<file path="config.mk">
export PLATFORM = sky130hd
export DESIGN_NAME = cyclic_encoder_param
export DESIGN_NICKNAME = d
export VERILOG_FILES = /design/src/rtl/cyclic_pkg.sv /design/src/rtl/cyclic_rem_lfsr.sv /design/src/rtl/cyclic_encoder_param.sv
export SDC_FILE = /design/constraint.sdc
export NUM_CORES = 1
export LEC_CHECK = 0
export CAP_MARGIN = 20
export CORE_MARGIN = 1
export CORE_UTILIZATION = 45
export DETAILED_ROUTE_END_ITERATION = 10
export PLACE_DENSITY = 0.74
export SYNTH_ARGS = -nofsm -noshare
export SYNTH_HDL_FRONTEND = slang
export SYNTH_HIERARCHICAL = 1
export SYNTH_SLANG_ARGS = --single-unit
</file>
<file path="constraint.sdc">
create_clock -name clk -period 4.36 [get_ports clk]
set_input_delay 0.872 -clock clk [delete_from_list [all_inputs] [get_ports clk]]
set_output_delay 0.872 -clock clk [all_outputs]
set_load 0.03 [all_outputs]
</file>
<file path="src/rtl/cyclic_pkg.sv">
// Shared types and constants for the parametrised systematic cyclic block encoder.
package cyclic_pkg;

   typedef enum logic {
      MSG = 1'b0,
      PAR = 1'b1
   } cyc_state_e;

   localparam logic [4:0] CYC15_11_POLY = 5'h13;
   localparam logic [3:0] CYC7_4_POLY   = 4'hB;

   // A usable generator needs both the leading and the constant coefficient set.
   function automatic bit poly_ok(input logic [255:0] poly, input int deg);
      if (deg < 1 || deg > 255) return 1'b0;
      return poly[deg] && poly[0];
   endfunction

endpackage

</file>
<file path="src/rtl/cyclic_rem_lfsr.sv">
// Remainder register: divides the message stream by g(x), then shifts out the parity.
module cyclic_rem_lfsr
   import cyclic_pkg::*;
#(
   parameter int         R        = 4,
   parameter logic [R:0] GEN_POLY = CYC15_11_POLY
) (
   input  logic clk,
   input  logic reset_n,
   input  logic clr,
   input  logic shift_in,
   input  logic shift_out,
   input  logic d,
   output logic rem_msb
);

   localparam logic [R-1:0] TAPS = GEN_POLY[R-1:0];

   logic [R-1:0] rem_q;
   logic [R-1:0] rem_d;
   logic         fb;

   always_comb begin
      fb    = d ^ rem_q[R-1];
      rem_d = rem_q;
      if (clr) begin
         rem_d = '0;
      end else if (shift_in) begin
         rem_d = (rem_q << 1) ^ (fb ? TAPS : '0);
      end else if (shift_out) begin
         rem_d = rem_q << 1;
      end
   end

   always_ff @(posedge clk) begin
      if (!reset_n) begin
         rem_q <= '0;
      end else begin
         rem_q <= rem_d;
      end
   end

   assign rem_msb = rem_q[R-1];

endmodule

</file>
<file path="src/rtl/cyclic_encoder_param.sv">
// Bit-serial systematic (N,K) cyclic encoder: K message bits pass through, then N-K parity bits.
module cyclic_encoder_param
   import cyclic_pkg::*;
#(
   parameter int             N        = 15,
   parameter int             K        = 11,
   parameter logic [N-K:0]   GEN_POLY = CYC15_11_POLY
) (
   input  logic clk,
   input  logic reset_n,
   input  logic in_valid,
   input  logic in_data,
   output logic in_ready,
   output logic out_valid,
   output logic out_data,
   input  logic out_ready,
   output logic out_sof,
   output logic out_eof
);

   localparam int R     = N - K;
   localparam int CNT_W = $clog2(N);

   localparam logic [CNT_W-1:0] LAST_MSG = CNT_W'(K - 1);
   localparam logic [CNT_W-1:0] LAST_BIT = CNT_W'(N - 1);

   if (!(N >= 3 && N <= 255 && K >= 1 && K < N)) begin : g_bad_size
      $error("cyclic_encoder_param: illegal N/K combination");
   end
   if (!poly_ok(256'(GEN_POLY), R)) begin : g_bad_poly
      $error("cyclic_encoder_param: GEN_POLY needs bits N-K and 0 set");
   end

   cyc_state_e       state_q, state_d;
   logic [CNT_W-1:0] cnt_q, cnt_d;
   logic             out_valid_q, out_valid_d;
   logic             out_data_q, out_data_d;
   logic             out_sof_q, out_sof_d;
   logic             out_eof_q, out_eof_d;

   logic out_slot_free;
   logic accept;
   logic par_load;
   logic frame_done;
   logic rem_msb;

   always_comb begin
      out_slot_free = !out_valid_q || out_ready;
      in_ready      = (state_q == MSG) && out_slot_free;
      accept        = in_valid && in_ready;
      par_load      = (state_q == PAR) && out_slot_free;
      frame_done    = par_load && (cnt_q == LAST_BIT);

      state_d     = state_q;
      cnt_d       = cnt_q;
      out_valid_d = out_valid_q;
      out_data_d  = out_data_q;
      out_sof_d   = out_sof_q;
      out_eof_d   = out_eof_q;

      // Any new bit refills the output register; otherwise a taken bit empties it.
      if (accept || par_load) begin
         out_valid_d = 1'b1;
         out_data_d  = accept ? in_data : rem_msb;
         out_sof_d   = (cnt_q == '0);
         out_eof_d   = (cnt_q == LAST_BIT);
         cnt_d       = cnt_q + CNT_W'(1);
      end else if (out_ready) begin
         out_valid_d = 1'b0;
      end

      unique case (state_q)
         MSG: begin
            if (accept && cnt_q == LAST_MSG) begin
               state_d = PAR;
            end
         end
         PAR: begin
            if (frame_done) begin
               cnt_d   = '0;
               state_d = MSG;
            end
         end
         default: state_d = MSG;
      endcase
   end

   always_ff @(posedge clk) begin
      if (!reset_n) begin
         state_q     <= MSG;
         cnt_q       <= '0;
         out_valid_q <= 1'b0;
         out_data_q  <= 1'b0;
         out_sof_q   <= 1'b0;
         out_eof_q   <= 1'b0;
      end else begin
         state_q     <= state_d;
         cnt_q       <= cnt_d;
         out_valid_q <= out_valid_d;
         out_data_q  <= out_data_d;
         out_sof_q   <= out_sof_d;
         out_eof_q   <= out_eof_d;
      end
   end

   cyclic_rem_lfsr #(
      .R        (R),
      .GEN_POLY (GEN_POLY)
   ) u_rem (
      .clk       (clk),
      .reset_n   (reset_n),
      .clr       (frame_done),
      .shift_in  (accept),
      .shift_out (par_load && !frame_done),
      .d         (in_data),
      .rem_msb   (rem_msb)
   );

   assign out_valid = out_valid_q;
   assign out_data  = out_data_q;
   assign out_sof   = out_sof_q;
   assign out_eof   = out_eof_q;

endmodule

</file>
# Yosys cells after proc, flatten, opt, wreduce, memory -nomap -nowiden
# Index checks and enable logic that the tools add are counted.
# classes
n_addsub,1
n_eq_ne,2
mux,12
n_bitwise,4
reduce_logical,14
# op_table
operator,count
$mux W4,5
$eq A4 B4 Y1 const B,2
$logic_and A1 B1 Y1,6
$mux W1,5
$add A4 B1 Y4 const B,1
$logic_not A4 Y1,1
$reduce_bool A2 Y1,2
$xor A4 B4 Y4,1
$logic_not A1 Y1,2
$logic_or A1 B1 Y1,2
$mux W2,1
$not A1 Y1,2
$pmux W1 S2,1
$reduce_or A2 Y1,1
$xor A1 B1 Y1,1
# totals
regBits,13
input_bits,5
out_inout_bits,5
word_cells,40

# Longest topological paths before layout
# logic_depth
word_depth,8
ltp_mapped,7
depth_no_buf,7

# Cells and area by module
# Netlist, hierarchy kept.
# modules_own_cells
mod,n_inst,cells_per_inst,area_per_inst_um2,seq_area_each_um2
cyclic_encoder_param,1,55,485.5,180.2
cyclic_rem_lfsr,1,22,197.7,80.1

# Least setup slack after synthesis
# OpenSTA, ideal clock, no wires.
# synth_timing
kind,input-to-output
from,input out_ready
to,output in_ready
arrival_time_ps,1492
required_time_ps,3488
slack_ps,1996
stages,3
path_buffers,1
path_cell_list,nor2b_2 > buf_2 > nor2_1
# synth_between
elab_chain_cells,2
# synth_rtl
item,line,text
start: declaration,cyclic_encoder_param.sv:16,"input logic out_ready,"
$logic_or A1 B1 Y1,cyclic_encoder_param.sv:48,out_slot_free = !out_valid_q || out_ready;
$logic_and A1 B1 Y1,cyclic_encoder_param.sv:49,in_ready = (state_q == MSG) && out_slot_free;
end: declaration,cyclic_encoder_param.sv:13,"output logic in_ready,"
# Every way passes these cells.

# Worst setup path after layout
# Ends and elaborated chain as after synthesis.

==> out/metrics.csv <==
stage,metric,value,unit
status,outcome,"complete, no violations",
synthesis,most numerous cell in the Yosys netlist,dfxtp_1,
routing,total wire length,1.353,mm
synthesis,synthesized flop and latch total,13,
worst_setup_path,critical path endpoint category,output pin,
global_routing,largest net degree at the start of global routing,17,
routing,routed len/inst,13.01,µm
min_path,min-delay worst type,register to register,
cts,post-CTS sizing,0,
synthesis,Avg Inst Size Synth,8.872,µm²
power_and_ir_drop,pwr dens,297.9,nW/µm²
cts,clock root cell,clkbuf_4,
final_layout,FILL cells,118,
cts,clock sink count,13,
synthesis,Post-synth EDFFs,0,
worst_setup_path,startpoint types,primary input,
global_routing,GRT Total Usage,19.64,%
global_routing,vias in the first global route,514,
synthesis,leading area contributor after synthesis,dfxtp_1,
synthesis,area fraction of the dominant cell type after synthesis,38.10,%
final_layout,area of the multi-input gates,402.9,µm²
floorplan,initial cell density of the core,50.60,%
power_and_ir_drop,Leakage,0.2859,nW
worst_setup_path,Worst path most repeated cell,clkdlybuf4s50_1,
routing,DRT antenna net count,0,
worst_setup_path,crit path from,out_ready,
routing,via count,615,
worst_setup_path,crit-path max cell delay,0.61,ns
routing,DRC Markers,0,
place,global placer's final weighted congestion,0.7888,
cts,"CTS clk-pin slew, worst paths",0.08,ns
floorplan,Rows,13,
synthesis,Synth cell types,35,
worst_setup_path,Worst Path Arrival,2.46,ns
floorplan,Die ar.,1678,µm²
worst_setup_path,Critical R2R Launch,cnt_q[0]$_SDFF_PN0_,
place,DP HPWL,910.2,µm
synthesis,ys flop type,dfxtp_1,
cts,CTS buffer count,3,
worst_setup_path,critical path capture point,in_ready,
final_layout,Ant. Diodes,0,
synthesis,synthesized area,683.2,µm²
routing,post-DR vias/cell,5.913,
synthesis,Cells after Synth,77,
synthesis,Ys Warns,6,
cts,H-tree levels,1,
cts,Clock Path Buffers,2,
routing,First-pass DRT Iterations,4,
timing,RSZ-0062 raised after global routing,false,
floorplan,die extent in x,40.97,µm
routing,DR iter-0 viols,19,
synthesis,"Seq/Total Area, Yosys",38.10,%
timing,Final Cycle Share,76.47,%
timing,setup TNS,0,ns
synthesis,Synth top cells by count,"13 x dfxtp_1, 6 x a21oi_1, 6 x o21ai_0, 5 x nand2_1, 5 x nor2_1",
job,Max-Cap Viols,0,
timing,Worst Max-Slew Pin Slew,0.5754,ns
power_and_ir_drop,"Power, Total",0.2422,mW
floorplan,Die Height,40.97,µm
global_routing,first-pass GRT wire length,2.090,mm
worst_setup_path,R2R Path End,u_rem/rem_q[1]$_SDFFE_PP0P_,
timing,Peak Freq,0.2999,GHz
timing,Worst slew margin,61.46,%
timing,Final Max Tran Viols,0,
floorplan,core area,1350,µm²
global_routing,gr ovfl total,0,
worst_setup_path,CP cell instances,clkdlybuf4s50_1 > nor2b_2 > nor2_1 > clkdlybuf4s50_1,
synthesis,post-synthesis async set-or-reset flop share,0,%
worst_setup_path,Worst Reg-to-Reg Cells,7,
cts,CTS tree,built,
timing,crit path time final,3.334,ns
final_layout,layout cell share with drive strength beyond 1,14.61,%
worst_setup_path,crit path max-delay cell type,clkdlybuf4s50_1,
final_layout,register area,260.3,µm²
worst_setup_path,Critical Path Fanout Max,16,
final_layout,Layout area overhead,19.05,%
floorplan,I/O pin cnt,10,
worst_setup_path,kind of critical path,primary input to output pin,
global_routing,initial antenna violation count,0,
synthesis,"top cells by area, synth","dfxtp_1 38%, ha_1 5.5%, a21oi_1 4.4%",
cts,clock latency on the worst-skew pair,0.28,ns
timing,final hold vios,0,
final_layout,final net count,98,
place,input/output buffers,9,
worst_setup_path,R2R Setup Slk,2.60,ns
cts,setup bufs post-CTS,0,
timing,Final setup viols,0,
timing,Worst Skew,0.0007548,ns
synthesis,syn nets,85,
worst_setup_path,"Req. time, crit path",3.49,ns
cts,cts hold-fix bufs,0,
power_and_ir_drop,worst vdd ir,0.1800,mV
metrics by stage:
stage,instances,setup slack [ns],hold slack [ns],utilization [%],instance area (µm²)
after CTS,104,1.031,0.4527,60.24,813.3
after global routing,104,0.9374,0.4928,60.24,813.3
final,104,1.026,0.4520,60.24,813.3
after floorplan,77,1.996,0.4260,-,683.2
after global placement,100,1.057,0.4363,58.29,787.0
after detailed placement,100,1.034,0.4419,58.29,787.0
worst max-delay path: cells and delay by family:
kind / cells / cell delay [ns]
buffers and inverters: 2 / 1.03
AND/OR/NAND/NOR: 2 / 0.56
cell families after synthesis:
group           share of synthesized area (%)
fa+ha+maj                               5.495
compound gates                          25.82
simple gates                            26.38
xor+xnor                                1.282
flops                                   38.10
buf+inv                                 2.929
how the worst min path moves through the flow:
stage,depth (start not counted),slack (ns),start,end
2_1_floorplan,2,0.43,u_rem/rem_q[2]$_SDFFE_PP0P_,u_rem/rem_q[2]$_SDFFE_PP0P_
3_3_place_gp,2,0.44,u_rem/rem_q[2]$_SDFFE_PP0P_,u_rem/rem_q[2]$_SDFFE_PP0P_
3_5_place_dp,2,0.44,u_rem/rem_q[2]$_SDFFE_PP0P_,u_rem/rem_q[2]$_SDFFE_PP0P_
4_1_cts,2,0.45,u_rem/rem_q[2]$_SDFFE_PP0P_,u_rem/rem_q[2]$_SDFFE_PP0P_
5_1_grt,2,0.49,u_rem/rem_q[2]$_SDFFE_PP0P_,u_rem/rem_q[2]$_SDFFE_PP0P_
6_report,2,0.45,u_rem/rem_q[2]$_SDFFE_PP0P_,u_rem/rem_q[2]$_SDFFE_PP0P_
layout make-up:
| type | instances | share of cell area, % |
|---|---|---|
| Inverter | 4 | 1.846 |
| Sequential cell | 13 | 32.00 |
| Multi-Input combinational cell | 59 | 49.54 |
| Clock buffer | 4 | 3.231 |
| Tap cell | 15 | 2.308 |
| Timing Repair Buffer | 9 | 11.08 |
routing by layer:
| metal | share of wire (%) | global-route usage (%) | up-vias |
|---|---|---|---|
| met5 | 0 | 0 | - |
| met4 | 1.7 | 10.00 | 0 |
| met3 | 7.7 | 6.522 | 5 |
| met2 | 43 | 29.69 | 30 |
| met1 | 48 | 24.43 | 270 |
| li1 | - | - | 310 |
registers in the layout, indices dropped and copies added (netlist names):
name / cells
cnt_q: 4
out_data: 1
out_eof: 1
out_sof: 1
out_valid: 1
state_q: 1
u_rem/rem_q: 4
cell usage in the layout, fill, tap and decap left out, types with 2 or more instances in the layout:
| master | n |
|---|---|
| clkbuf_4 | 3 |
| a21oi_1 | 6 |
| o21ai_0 | 6 |
| clkdlybuf4s50_1 | 9 |
| nor2_1 | 5 |
| o31ai_1 | 2 |
| nand2b_1 | 2 |
| dfxtp_1 | 13 |
| ha_1 | 3 |
| nand3_1 | 4 |
| nand2_1 | 5 |
| a21boi_1 | 2 |
| nand4_1 | 2 |
| inv_1 | 4 |
report_power, final:
part	internal [mW]	switching, mW
sequential	0.124	0.00400
combinational	0.0169	0.0223
clock	0.0355	0.0394
total	0.177	0.0657
(Power assumes the default switching activity.)
